===== config.mk =====
export PLATFORM = sky130hd
export DESIGN_NAME = sdrc_req_arb
export DESIGN_NICKNAME = d
export VERILOG_FILES = /design/src/rtl/sdrc_req_arb_pkg.sv /design/src/rtl/sdrc_rr_pick.sv /design/src/rtl/sdrc_req_arb.sv
export SDC_FILE = /design/constraint.sdc
export NUM_CORES = 1
export LEC_CHECK = 0
export CORE_AREA = 2 2 147 149
export DETAILED_ROUTE_END_ITERATION = 12
export DIE_AREA = 0 0 149 151
export GPL_ROUTABILITY_DRIVEN = 0
export PLACE_DENSITY = 0.72
export SLEW_MARGIN = 25
export SYNTH_ARGS = -nofsm -noshare
export SYNTH_HDL_FRONTEND = slang
export SYNTH_SLANG_ARGS = --single-unit

===== constraint.sdc =====
create_clock -name clk -period 9.2 [get_ports clk]
set_clock_uncertainty 0.15 [all_clocks]
set_input_delay 1.84 -clock clk [delete_from_list [all_inputs] [get_ports clk]]
set_output_delay 1.84 -clock clk [all_outputs]
set_load 0.05 [all_outputs]

===== src/rtl/sdrc_req_arb_pkg.sv =====
// sdrc_req_arb_pkg: shared request ID width and arbiter state encodings
package sdrc_req_arb_pkg;
  localparam int SDR_REQ_ID_W = 4;
  typedef enum logic [1:0] {
    ARB_IDLE = 2'b00,
    ARB_REQ  = 2'b01,
    ARB_HOLD = 2'b10
  } arb_state_t;
endpackage


===== src/rtl/sdrc_rr_pick.sv =====
// sdrc_rr_pick: first asserted req at or above rr_ptr (mod NREQ) as one-hot grant and binary idx
module sdrc_rr_pick #(
  parameter int NREQ = 4,
  parameter int IW   = $clog2(NREQ)
) (
  input  logic [NREQ-1:0] req,
  input  logic [IW-1:0]   rr_ptr,
  output logic [NREQ-1:0] grant,
  output logic [IW-1:0]   idx
);
  logic [IW:0]   s;
  logic [IW-1:0] p;
  always_comb begin
    grant = '0;
    idx = '0;
    s = '0;
    p = '0;
    for (int i = NREQ - 1; i >= 0; i--) begin
      s = {1'b0, rr_ptr} + (IW+1)'(i);
      p = IW'(s >= (IW+1)'(NREQ) ? s - (IW+1)'(NREQ) : s);
      if (req[p]) begin
        grant = '0;
        grant[p] = 1'b1;
        idx = p;
      end
    end
  end
endmodule


===== src/rtl/sdrc_req_arb.sv =====
// sdrc_req_arb: round-robin share of the SDRAM core req/req_ack port among NREQ requesters (SDRC_ARB_HIPRI_EN: port 0 absolute priority)
module sdrc_req_arb #(
  parameter int NREQ         = 4,
  parameter int APP_AW       = 30,
  parameter int APP_RW       = 9,
  parameter int SDR_REQ_ID_W = sdrc_req_arb_pkg::SDR_REQ_ID_W
) (
  input  logic                         clk,
  input  logic                         reset_n,
  input  logic [NREQ-1:0]              m_req,
  input  logic [NREQ*(APP_AW+1)-1:0]   m_addr,
  input  logic [NREQ*(APP_AW-1)-1:0]   m_addr_mask,
  input  logic [NREQ*APP_RW-1:0]       m_len,
  input  logic [NREQ-1:0]              m_wr_n,
  input  logic [NREQ-1:0]              m_wrap,
  output logic [NREQ-1:0]              m_ack,
  output logic                         req,
  output logic [SDR_REQ_ID_W-1:0]      req_id,
  output logic [APP_AW:0]              req_addr,
  output logic [APP_AW-2:0]            req_addr_mask,
  output logic [APP_RW-1:0]            req_len,
  output logic                         req_wr_n,
  output logic                         req_wrap,
  input  logic                         req_ack,
  input  logic                         sdr_core_busy_n,
  output logic [NREQ-1:0]              arb_grant
);
  import sdrc_req_arb_pkg::*;
  localparam int IW  = $clog2(NREQ);
  localparam int AW1 = APP_AW + 1;
  localparam int MW  = APP_AW - 1;
  arb_state_t      state;
  logic [IW-1:0]   rr_ptr, gidx, pick_idx, win_idx, nxt_ptr;
  logic [NREQ-1:0] pick_req, pick_grant, win_grant;
  logic [AW1-1:0]    addr_a [NREQ];
  logic [MW-1:0]     mask_a [NREQ];
  logic [APP_RW-1:0] len_a  [NREQ];
  genvar k;
  for (k = 0; k < NREQ; k++) begin : g_unpack
    assign addr_a[k] = m_addr[k*AW1 +: AW1];
    assign mask_a[k] = m_addr_mask[k*MW +: MW];
    assign len_a[k]  = m_len[k*APP_RW +: APP_RW];
  end
  sdrc_rr_pick #(.NREQ(NREQ), .IW(IW)) u_pick (
    .req    (pick_req),
    .rr_ptr (rr_ptr),
    .grant  (pick_grant),
    .idx    (pick_idx)
  );
`ifdef SDRC_ARB_HIPRI_EN
  // port 0 is kept out of the rotation and overrides it; its grants leave rr_ptr alone
  assign pick_req  = {m_req[NREQ-1:1], 1'b0};
  assign win_idx   = m_req[0] ? '0 : pick_idx;
  assign win_grant = m_req[0] ? NREQ'(1) : pick_grant;
  assign nxt_ptr   = (gidx == '0) ? rr_ptr : (gidx == IW'(NREQ-1)) ? '0 : gidx + 1'b1;
`else
  assign pick_req  = m_req;
  assign win_idx   = pick_idx;
  assign win_grant = pick_grant;
  assign nxt_ptr   = (gidx == IW'(NREQ-1)) ? '0 : gidx + 1'b1;
`endif
  assign req_id = SDR_REQ_ID_W'(gidx);
  assign m_ack  = arb_grant & {NREQ{req_ack && state == ARB_REQ}};
  always_ff @(posedge clk or negedge reset_n) begin
    if (!reset_n) begin
      state         <= ARB_IDLE;
      rr_ptr        <= '0;
      gidx          <= '0;
      req           <= 1'b0;
      req_addr      <= '0;
      req_addr_mask <= '0;
      req_len       <= '0;
      req_wr_n      <= 1'b0;
      req_wrap      <= 1'b0;
      arb_grant     <= '0;
    end else begin
      case (state)
        ARB_IDLE: if (|m_req && sdr_core_busy_n) begin
          state         <= ARB_REQ;
          req           <= 1'b1;
          arb_grant     <= win_grant;
          gidx          <= win_idx;
          req_addr      <= addr_a[win_idx];
          req_addr_mask <= mask_a[win_idx];
          req_len       <= len_a[win_idx];
          req_wr_n      <= m_wr_n[win_idx];
          req_wrap      <= m_wrap[win_idx];
        end
        ARB_REQ: if (req_ack) begin
          state     <= ARB_HOLD;
          req       <= 1'b0;
          arb_grant <= '0;
          rr_ptr    <= nxt_ptr;
        end
        default: state <= ARB_IDLE;
      endcase
    end
  end
endmodule

* Word level (Yosys, flattened, before mapping) *
Cells that the tools add are included.

word-level totals
  register bits = 82
  input port bits = 292
  output and inout bits = 84
  logic and storage cells = 102

cells by class
  add/subtract/negate cells = 8
  magnitude comparators = 14
  eq/ne operators = 4
  muxes and demuxes = 51
  bitwise gates (word level) = 2
  reductions and logical operators = 13

operator list
  cell                                                         count
  binary-select mux 31 bit (select 2 bit)                      1
  2-to-1 mux 31 bit                                            2
  binary-select mux 29 bit (select 2 bit)                      1
  2-to-1 mux 29 bit                                            2
  2-to-1 mux 4 bit                                             6
  2-to-1 mux 2 bit                                             11
  binary-select mux 9 bit (select 2 bit)                       1
  2-to-1 mux 9 bit                                             2
  less-than comparator 2 x 3 -> 1 bit (second input constant)  5
  binary-select mux 1 bit (select 2 bit)                       6
  >= comparator 3 bit (second input constant)                  4
  2-to-1 mux 1 bit                                             12
  demux 1 bit (select 2 bit)                                   4
  >= comparator 2 x 1 -> 1 bit (second input constant)         4
  one-hot mux 4 bit (2 select lines)                           1
  subtractor 2 x 1 -> 2 bit (second input constant)            4
  adder 2 x 2 -> 3 bit (second input constant)                 2
  logical AND 1 bit                                            6
  AND reduction 2 bit                                          3
  bitwise AND 4 bit                                            1
  inequality test 2 bit (second input constant)                2
  one-hot mux 2 bit (2 select lines)                           1
  OR reduction 4 bit                                           1
  adder 2 x 1 -> 3 bit (second input constant)                 1
  other kinds (9)                                              9

* Logic depth before layout (Yosys ltp) *
Gate-level depths: netlist of run 1.

  depth in word-level cells = 13
  depth in mapped cells = 11
  depth with buffers taken out = 7

* Cells and area by module *
A second synthesis of run 1 with hierarchy kept.

second synthesis, totals
  cells, all modules = 346
  area total of the unflattened synthesis = 5413.9 um2

modules (own cells, without submodules)
  module        instances  cells an instance  area an instance (um2)  sequential area each (um2)
  sdrc_req_arb  1          280                4828.4                  2052.0
  sdrc_rr_pick  1          66                 585.6                   0.0

* Worst setup path before layout of run 1 *
Ideal clock, no wire load.

  path kind = input -> output
  from = in req_ack
  to = out m_ack[0]
  arrival = 2.853 ns
  data required time = 7.210 ns
  setup slack = 4.357 ns
  stages on the path = 5
  path buffers = 1
  cells stage by stage = inv_1 -> or2_2 -> clkbuf_1 -> inv_1 -> and2_1

between the ends
  longest elaborated chain between the ends = 2

ends and longest elaborated chain
  element            RTL line            source
  from (decl)        sdrc_req_arb.sv:24  input logic req_ack,
  logical AND 1 bit  sdrc_req_arb.sv:63  assign m_ack = arb_grant & {NREQ{req_ack && state == ARB_REQ}};
  bitwise AND 4 bit  sdrc_req_arb.sv:63
  to (decl)          sdrc_req_arb.sv:16  output logic [NREQ-1:0] m_ack,

No other way between the ends.

* Final worst setup path of run 1 *
  from = in m_req[0]
  to = reg req_addr_mask[25]

between the ends
  longest elaborated chain between the ends = 10
  elaborated cells on any way between the ends = 19
  classes of those cells = mux (15); bitwise (1); reduce/logical (3)

ends and longest elaborated chain
  element                                               RTL line            source
  from (decl)                                           sdrc_req_arb.sv:10  input logic [NREQ-1:0] m_req,
  binary-select mux 1 bit (select 2 bit)                sdrc_rr_pick.sv:21  if (req[p]) begin
  2-to-1 mux 1 bit (not written as such)                sdrc_rr_pick.sv:21
  2-to-1 mux 2 bit (4 in a row)                         sdrc_rr_pick.sv:21
  NOT 2 -> 3 bit (not written as such)                  sdrc_req_arb.sv:84  req_addr_mask <= mask_a[win_idx];
  binary-select mux 29 bit (select 2 bit)               sdrc_req_arb.sv:84
  2-to-1 mux 29 bit (not written as such) (2 in a row)  sdrc_req_arb.sv:84
  to (signal assigned)                                  sdrc_req_arb.sv:84
  to (decl)                                             sdrc_req_arb.sv:20  output logic [APP_AW-2:0] req_addr_mask,

Several ways; a longest one is shown, not always the timed one. The select of a mux whose other input is x is not followed.
A chain may end at the register's enable or synchronous reset.

==> results.md, run 1 <==
- Run status: finished clean
- Achievable Freq: around 170 MHz
- Synth Area per Inst: roughly 9.6 um^2
- Hold buffer count at cts: 0
- Leak Pwr: 4.21 nW
- Slew Limit Headroom: between 30% and 40%
- Number of synthesized flops with an enable pin: 0
- Commonest non-fill, non-tap cells in the layout: clkdlybuf4s50_1 (372), dfrtp_1 (81), o21ai_0 (62)
- DR iter-0 viols: about 530
- CP arrival: 6.05 ns
- Die area: roughly 22000 um^2
- # rows: between 50 and 60
- Die Y: 151 um
- Top post-synthesis cells by area: dfrtp_1 (29%), o221a_2 (7.7%), mux2_4 (6.7%)
- DP HPWL: about 21000 um
- Synth Flop Type: dfrtp_1
- Largest stage delay, worst path: 0.74 ns
- Post-route non-filler standard cell count: 1324
- Via Count: 8147
- Max_cap viols: 0
- IO Port Bufs: 373
- Final Hold Vio Count: 0
- Top cell type's share of synthesized area: 28.5%
- Wire length on met2: 15100 um
- CP top delay family: buffers and inverters
- # diodes: 0
- Drt via density: 6.15
- Crit-path max FO: about 60
- CTS sink count: 82
- Core ar.: 20800 um^2
- CTS H-tree depth: 3
- Highest metal used: met4
- Worst-Margin Slew: 1.02 ns
- Cell variety after synth: 50
- CTS tree: built
- Crit path buf inv count: 4
- Clock-pin slew on the worst setup and hold paths: 0.07 ns
- Peak supply drop: 0.000157 V
- Initial antenna violation count: 0
- Top Ports: 376
- Pin count of the biggest net entering global routing: 73
- Crit share post-route: 64.8%
- Crit-path slowest cell: clkdlybuf4s50_1
- HP Class: reg2reg
- Gate Count Post-Synth: 753
- Cell type with the highest aggregate area in the netlist: dfrtp_1
- Quantity of gates resized following cts: 0
- Initial core utilization: 34.5%
- Crit start category: input pin
- Most used cell, CP: buf_4
- # DRC: 0
- Num CTS Buffers: 9
- Vias in the first global route: 7911
- Warnings from Yosys: 0
- Worst EP required: slightly above 9 ns
- RSZ-0062 raised after global routing: no
- Avg WL per Cell: between 20 and 25 um
- Gr usage total: between 20% and 30%
- Max-slew violations: 0
- Routed met3 length: about 2800 um
- Setup CP Type: in2reg
- Postcts setup bufs: 0
- Inst Count DP: about 1.3k
- Total negative slack: 0 ns
- Post-synthesis sequential area ratio: 28.5%
- Clock buffer depth: 2
- Clock root buffer: clkbuf_16
- Overall Power: 3.93 mW
- Synth Register Bits: 82
- Detailed Route WL: ~31000 um
- CP Cell Sequence: clkdlybuf4s50_1, mux4_2, buf_4, a211o_1, nand3_4, buf_12, buf_4, mux2_1, o221a_2
- Clk Latency, worst-skew pair: ~0.35 ns
- Post-synthesis cell area: 7190 um^2
- Pwr dens: 347 nW/um^2
- DRT Pass-1 Iters: 5
- Layout Area Growth over Synthesis: 57.5%
- Chip width: 149 um
- Share of layout cells above drive strength 1: 14.9%
- First-pass GRT wire length: approximately 47000 um
- Total gr overflow: 0
- Crit. End Element: flip-flop
- M1 WL: 12500 um
- Most common cell after layout, fill and taps aside: clkdlybuf4s50_1
- Period minus WS final: 5.96 ns
- Nets@finish: between 1k and 1.5k
- Setup violators final: 0
- FFs w/ async S/R, synth: 100%
- DRT antenna net count: 0
- Hold slack: 0.349 ns
worst paths after layout:
check,from,endpoint,slack [ns],cells after the start
setup / recovery,m_req[0],req_addr_mask[25],3.24,9
hold / removal,req_addr_mask[12],req_addr_mask[12],0.35,2
setup reg to reg,rr_ptr[0],req_addr_mask[25],3.45,10
hold reg to reg,req_addr_mask[12],req_addr_mask[12],0.35,2
max in group asynchronous,reset_n,rr_ptr[0],6.46,2
min in group asynchronous,reset_n,req_addr[27],1.31,1
per-stage QoR:
stage / utilization, % / setup slack (ns) / area (um^2)
after global placement: 52.6 / 2.68 / 10900
after CTS: 54.3 / 2.97 / 11300
after floorplan: - / 4.36 / 7200
final: 54.4 / 3.24 / 11300
after detailed placement: 52.7 / 2.58 / 11000
after global routing: 54.4 / 3.03 / 11300
power breakdown:
part           internal, mW  leakage (nW)  total, mW  switching (mW)
Clock                 0.246         0.159      0.416           0.169
Sequential            0.537         0.941      0.691           0.154
Combinational          1.12          3.12       2.82            1.71
Total                  1.90          4.21       3.93            2.03
logic make-up (layout without fill, tap and decap cells):
group | after synthesis | after routing | share of synthesized area (%)
AOI/OAI and AO/OA | 295 | 295 | 33.0
and+or+nand+nor | 164 | 164 | 14.9
buffers and inverters | 119 | 414 | 7.34
muxes | 83 | 83 | 14.7
DFF | 82 | 82 | 28.5
adders and majority gates | 9 | 9 | 1.57
other | 1 | 2 | 0.0521
worst register-to-register path: stages (launching register included):
cell	delay [ns]
dfrtp_4	0.81
clkinv_1	0.59
ha_1	0.70
mux2i_4	0.28
buf_4	0.46
a211o_1	0.78
nand3_4	0.63
buf_12	0.39
buf_4	0.27
mux2_1	0.34
o221a_2	0.23
state kept, by name, summed over array words and instances, names as in the netlist:
register       count
req_addr          31
req_addr_mask     29
req_len            9
arb_grant          4
gidx               2
rr_ptr             2
state              2
req                1
req_wr_n           1
req_wrap           1
metal layers:
layer / global-route usage, % / vias to the layer above
met5: 0 / -
met4: 9.10 / 0
met3: 6.51 / 52
met2: 43.8 / 440
met1: 33.5 / 3950
li1: - / 3705
final cells by class:
type | instances | area [um^2]
Clock buffer | 10 | 239
Multi-Input combinational cell | 553 | 4690
Tap cell | 275 | 344
Clock inverter | 6 | 90.1
Inverter | 9 | 33.8
Sequential cell | 82 | 2060
Timing Repair Buffer | 389 | 3880
Fill cell | 1904 | 9500
cell usage after synthesis, drive strengths merged (5+ instances only):
library cell / number
a31o: 19
a41oi: 53
and2: 5
and4: 52
buf: 18
clkbuf: 92
dfrtp: 82
ha: 9
inv: 8
mux2: 54
mux2i: 26
nand2: 30
nand3: 6
nand4: 53
nor2: 8
o211ai: 37
o21ai: 62
o221a: 53
o31ai: 52
No activity file was read; power rests on OpenSTA's default activity.
==> run 2: changes to the inputs <==
--- a/config.mk
+++ b/config.mk
@@ -5,11 +5,11 @@
 export SDC_FILE = /design/constraint.sdc
 export NUM_CORES = 1
 export LEC_CHECK = 0
-export CORE_AREA = 2 2 147 149
+export CORE_AREA = 2 2 144 146
 export DETAILED_ROUTE_END_ITERATION = 12
-export DIE_AREA = 0 0 149 151
+export DIE_AREA = 0 0 146 148
 export GPL_ROUTABILITY_DRIVEN = 0
-export PLACE_DENSITY = 0.72
+export PLACE_DENSITY = 0.75
 export SLEW_MARGIN = 25
 export SYNTH_ARGS = -nofsm -noshare
 export SYNTH_HDL_FRONTEND = slang
==> constraint.sdc (replaced) <==
create_clock -name clk -period 5.55 [get_ports clk]
set_clock_uncertainty 0.15 [all_clocks]
set_input_delay 1.11 -clock clk [delete_from_list [all_inputs] [get_ports clk]]
set_output_delay 1.11 -clock clk [all_outputs]
set_load 0.05 [all_outputs]
==> run 2 against run 1 <==
Net effect:
- die area down 4.0%
- register-to-register slack worse by 1.8 ns
- sequential cell count stayed put
- core utilization is 2.3 points higher
- worst setup slack got worse by 2.1 ns
- sequential share of layout area barely moved
- largest cell class unchanged
==> results.md, run 2 (synthesis results as in run 1) <==
- GR Layer Usage met1: 34.6% (+1.1 points)
- Worst EP required: 4.29 ns (-5.00 ns)
- Initial antenna violation count: 0 (unchanged)
- DRT antenna net count: 0 (unchanged)
- Final Core Density: 56.7% (+2.3 points)
- Hold buffer count at cts: 0 (unchanged)
- Nets@finish: 1350 (+0.37%)
- Gr usage total: 27.7% (+1.3 points)
- Reg2reg path depth: 7 (-3)
- Crit start category: input pin
- # diodes: 0 (unchanged)
- Clock buffer depth: 2 (unchanged)
- CP arrival: 3.14 ns (-2.91 ns)
- Setup violators final: 0 (unchanged)
- Initial core utilization: 35.9% (+1.4 points)
- Die area: 21600 um^2 (-4.0%)
- Layout Area Growth over Synthesis: 57.9%
- Crit share post-route: a little under 80%
- Most common cell after layout, fill and taps aside: clkdlybuf4s50_1
- Pwr dens: 574 nW/um^2 (+65%)
- Largest stage delay, worst path: 0.79 ns (+0.05 ns)
- DRT Pass-1 Iters: 5 (unchanged)
- Commonest non-fill, non-tap cells in the layout: clkdlybuf4s50_1 (372), dfrtp_1 (81), o21ai_0 (62)
- Max_cap viols: 0 (unchanged)
- Run status: finished clean
- Core ar.: 20000 um^2 (-3.8%)
- Total negative slack: 0 ns (unchanged)
- Setup CP Type: in2out
- Num CTS Buffers: 9 (unchanged)
- Crit. End Element: output port
- R2R Path End: req_addr[18]
- GR peak layer: met2
- IO Port Bufs: 373 (unchanged)
- Overall Power: 6.52 mW (+66%)
- Crit-path slowest cell: clkdlybuf4s50_1
- CTS H-tree depth: 3 (unchanged)
- Biggest register: req_addr
- Postcts setup bufs: 0 (unchanged)
- Critical Path Source: req_ack
- Leak Pwr: 4.23 nW (+0.43%)
- Worst-Margin Slew: 0.972 ns (-0.0521 ns)
- Met2 usage: 45.7% (+1.9 points)
- RSZ-0062 raised after global routing: no
- GR Layer Usage met3: 7.38% (+0.87 points)
- Largest regs: req_addr (31), req_addr_mask (29), req_len (9)
- Pin count of the biggest net entering global routing: 123 (+68%)
- First-pass GRT wire length: 47500 um (+2.0%)
- Drt via density: 6.17 (+0.29%)
- CTS tree: built
- Vias in the first global route: 8163 (+3.2%)
- Crit-path max FO: 8 (-87%)
- CP endpoint: m_ack[1]
- Clk Latency, worst-skew pair: 0.35 ns (about the same)
- Avg WL per Cell: 23.4 um (-0.98%)
- DP HPWL: 21100 um (about the same)
- Top Ports: 376 (unchanged)
- Die Y: 148 um (-2.0%)
- Achievable Freq: 227 MHz
- FF-to-FF Start: rr_ptr[1]
- Max-slew violations: 0 (unchanged)
- Slew Limit Headroom: 35.2% (+3.5 points)
- Period minus WS final: 4.40 ns
- HP Class: reg2reg
- Via Count: 8171 (+0.29%)
- Quantity of gates resized following cts: 0 (unchanged)
- Largest register FFs: 31 (unchanged)
- CTS sink count: 82 (unchanged)
- # DRC: 0 (unchanged)
- Chip width: 146 um (-2.0%)
- Detailed Route WL: 31000 um (-0.98%)
- CP Cell Sequence: clkdlybuf4s50_1, inv_1, or2_2, inv_1, and2_1, clkdlybuf4s50_1
- # rows: 52 (-1.9%)
- R2R setup slack: 1.68 ns (-1.77 ns)
- Total gr overflow: 0 (unchanged)
- Clock root buffer: clkbuf_16
- Clock-pin slew on the worst setup and hold paths: 0.07 ns (about the same)
- Share of layout cells above drive strength 1: 15.3% (+0.40 points)
- Final Hold Vio Count: 0 (unchanged)
- DR iter-0 viols: 568 (+7.6%)
- Peak supply drop: 0.000339 V (+120%)
## run 2: per-stage QoR
step           worst slack [ns]  instances  instance area (um^2)  hold WS [ns]
3_3_place_gp               1.13       1307                 11000         0.309
4_1_cts                    1.14       1324                 11400         0.331
6_report                   1.15       1324                 11400         0.329
3_5_place_dp               1.10       1308                 11000         0.313
5_1_grt                    1.03       1324                 11400         0.364
2_1_floorplan              2.17        754                  7200         0.370
## run 2: per-layer routing
layer	routed length (um)	share of wire, %
met5	0	0
met4	1170	3.8
met3	2740	8.9
met2	14900	48
met1	12100	39
## run 2: worst max-delay path, delay by kind of cell
family | cells | cell delay (ns)
simple gates | 2 | 0.51
buf+inv | 4 | 1.51
## run 2: final cells by class
class | instances | area, um^2
well taps | 270 | 338
fillers | 1837 | 8680
clock buffers | 9 | 225
flip-flops and latches | 82 | 2060
multi-input cells | 553 | 4670
repair buffers | 394 | 3950
inverters | 9 | 33.8
clock inverters | 7 | 81.3
## run 2: worst min path at each step
stage | depth (start not counted) | endpoint | start | slack (ns)
final | 2 | req | req | 0.33
after global routing | 2 | req | req | 0.36
after CTS | 2 | req | req | 0.33
after detailed placement | 2 | req | req | 0.31
after global placement | 2 | req | req | 0.31
after floorplan | 2 | state[0] | state[1] | 0.37
## run 2: report_power, final
| part | leakage, nW | switching, mW | internal, mW |
|---|---|---|---|
| clock | 0.147 | 0.295 | 0.357 |
| combinational | 3.14 | 2.89 | 1.89 |
| sequential | 0.941 | 0.194 | 0.890 |
==> run 3: changes to the inputs <==
--- a/config.mk
+++ b/config.mk
@@ -5,9 +5,9 @@
 export SDC_FILE = /design/constraint.sdc
 export NUM_CORES = 1
 export LEC_CHECK = 0
-export CORE_AREA = 2 2 144 146
+export CORE_AREA = 2 2 147 149
 export DETAILED_ROUTE_END_ITERATION = 12
-export DIE_AREA = 0 0 146 148
+export DIE_AREA = 0 0 149 151
 export GPL_ROUTABILITY_DRIVEN = 0
 export PLACE_DENSITY = 0.75
 export SLEW_MARGIN = 25
==> constraint.sdc (replaced) <==
create_clock -name clk -period 3.6 [get_ports clk]
set_clock_uncertainty 0.15 [all_clocks]
set_input_delay 0.72 -clock clk [delete_from_list [all_inputs] [get_ports clk]]
set_output_delay 0.72 -clock clk [all_outputs]
set_load 0.05 [all_outputs]
==> run 3 against run 2 <==
Net effect:
- total power grew 58%
- wire length grew 3.1%
- first-iteration DRC count grew 22%
- via count grew 2.5%
- non-clock buffer count grew 17
- sequential share of layout area shrank 0.29 points
- final area grew 1.6%
- worst setup slack lost 0.66 ns
- clock-buffer cell count grew 2
- largest cell class unchanged
==> results.md, run 3 (synthesis results as in run 1) <==
- Total negative slack: 0 ns (unchanged)
- CP Cell Sequence: clkinv_1, ha_1, mux4_2, o22ai_1, nand2_2, buf_4, o221a_2
- Postcts setup bufs: 0 (unchanged)
- # diodes: 0 (unchanged)
- Achievable Freq: around 320 MHz
- Pwr dens: 889 nW/um^2 (+55%)
- Share of layout cells above drive strength 1: 17.0% (+1.7 points)
- Crit-path max FO: 38 (+30)
- Clk Latency, worst-skew pair: 0.35 ns (about the same)
- Inst Count DP: 1330 (+1.7%)
- Die area: 22500 um^2 (+4.1%)
- Chip width: 149 um (+2.1%)
- DRT Pass-1 Iters: 5 (unchanged)
- Commonest non-fill, non-tap cells in the layout: clkdlybuf4s50_1 (368), dfrtp_1 (81), o21ai_0 (62)
- Layout Area Growth over Synthesis: 60.5%
- Hold Crit Depth: 2 (unchanged)
- Hold buffer count at cts: 0 (unchanged)
- Max-slew violations: 0 (unchanged)
- Biggest register: req_addr
- Total gr overflow: 0 (unchanged)
- Peak supply drop: 0.000522 V (+54%)
- Clock buffer depth: 2 (unchanged)
- Largest stage delay, worst path: 0.70 ns (-0.09 ns)
- CP arrival: 3.19 ns (+0.05 ns)
- Drt via density: 6.22 (+0.83%)
- Crit share post-route: 86.3%
- Pin count of the biggest net entering global routing: 71 (-42%)
- Largest regs: req_addr (31), req_addr_mask (29), req_len (9)
- Worst EP required: 3.69 ns (-0.60 ns)
- Run status: finished clean
- Avg WL per Cell: 23.7 um (+1.4%)
- HP Start: req
- DP HPWL: 21900 um (+3.9%)
- Quantity of gates resized following cts: 0 (unchanged)
- Clock-pin slew on the worst setup and hold paths: 0.07 ns (about the same)
- First-pass GRT wire length: 47800 um (+0.62%)
- Largest register FFs: 31 (unchanged)
- Max_cap viols: 0 (unchanged)
- Worst-Margin Slew: 0.917 ns (-0.0546 ns)
- Die Y: 151 um (+2.0%)
- Clock root buffer: clkbuf_16
- Post-route non-filler standard cell count: 1346 (+1.7%)
- Nets@finish: 1367 (+1.3%)
- DR iter-0 viols: 691 (+22%)
- Period minus WS final: approximately 3.1 ns
- Hold slack: 0.333 ns (+0.00378 ns)
- Setup CP Type: reg2reg
- Overall Power: 10.3 mW (+58%)
- R2R setup slack: 0.49 ns (-1.19 ns)
- Top Ports: 376 (unchanged)
- Leak Pwr: 4.33 nW (+2.4%)
- # rows: 53 (+1.9%)
- Reg2reg path depth: 7 (unchanged)
- Gr usage total: 27.2% (-0.49 points)
- Vias in the first global route: 8345 (+2.2%)
- CTS H-tree depth: 3 (unchanged)
- Setup violators final: 0 (unchanged)
- Crit start category: flip-flop
- Slew Limit Headroom: 38.9% (+3.6 points)
- RSZ-0062 raised after global routing: no
- Crit-path slowest cell: mux4_2
- R2R Path End: req_addr_mask[28]
- CTS sink count: 82 (unchanged)
- HP Class: reg2reg
- Initial antenna violation count: 0 (unchanged)
- Core ar.: 20800 um^2 (+3.9%)
- Most common cell after layout, fill and taps aside: clkdlybuf4s50_1
- Final Hold Vio Count: 0 (unchanged)
- CTS tree: built
- Via Count: 8376 (+2.5%)
- IO Port Bufs: 373 (unchanged)
- DRT antenna net count: 0 (unchanged)
- Design area: 11500 um^2 (+1.6%)
- FF-to-FF Start: rr_ptr[0]
- Num CTS Buffers: 9 (unchanged)
- Crit. End Element: flip-flop
- Post-DP Area: 11300 um^2 (+1.8%)
- Initial core utilization: 34.5% (-1.4 points)
- Detailed Route WL: 31900 um (+3.1%)
- Hold endpoint: req
- # DRC: 0 (unchanged)
[run 3: cell types whose count changed in the layout (fill, tap and decap cells not counted), moves of 2 or more]
cell / delta
clkbuf_8: +2
inv_6: -3
buf_4: +15
buf_12: +7
clkdlybuf4s50_1: -4
[run 3: report_power, final]
group,switching [mW],internal [mW]
Clock,0.433,0.509
Combinational,4.61,3.05
Sequential,0.292,1.37
[run 3: cell type report]
type,instances,area [um^2]
fillers,1890,9280
multi-input cells,553,4670
repair buffers,411,4150
flip-flops and latches,82,2060
well taps,275,344
clock buffers,11,253
clock inverters,5,37.5
inverters,9,33.8
[run 3: how the worst max path moves through the flow]
stage / cells past startpoint / slack, ns / end / startpoint
after floorplan: 10 / 0.36 / req_addr_mask[5] / rr_ptr[0]
after global placement: 7 / 0.28 / req_addr_mask[27] / m_req[2]
after detailed placement: 7 / 0.25 / req_addr[0] / m_req[1]
after CTS: 7 / 0.47 / req_addr[0] / rr_ptr[0]
after global routing: 7 / 0.32 / req_addr[6] / rr_ptr[0]
final: 7 / 0.49 / req_addr_mask[28] / rr_ptr[0]
[run 3: through the flow]
step	worst slack [ns]	util (%)
after floorplan	0.363	-
after global placement	0.284	53.9
after detailed placement	0.249	54.0
after CTS	0.469	55.4
after global routing	0.319	55.4
final	0.494	55.4
[run 3: layer usage]
| layer | vias to the layer above | wire length, um | track usage [%] |
|---|---|---|---|
| li1 | 3756 | - | - |
| met5 | - | 0 | 0 |
| met4 | 0 | 1180 | 11.7 |
| met1 | 4051 | 12100 | 32.3 |
| met2 | 498 | 15600 | 46.8 |
| met3 | 71 | 3070 | 6.72 |
[run 3: worst max-delay path: cells and delay by family, from the launching register on]
kind / cells / cell delay, ns
DFF: 1 / 0.44
AOI/OAI and AO/OA: 2 / 0.69
adders and majority gates: 1 / 0.51
muxes: 1 / 0.70
and+or+nand+nor: 1 / 0.10
buffers and inverters: 2 / 0.39
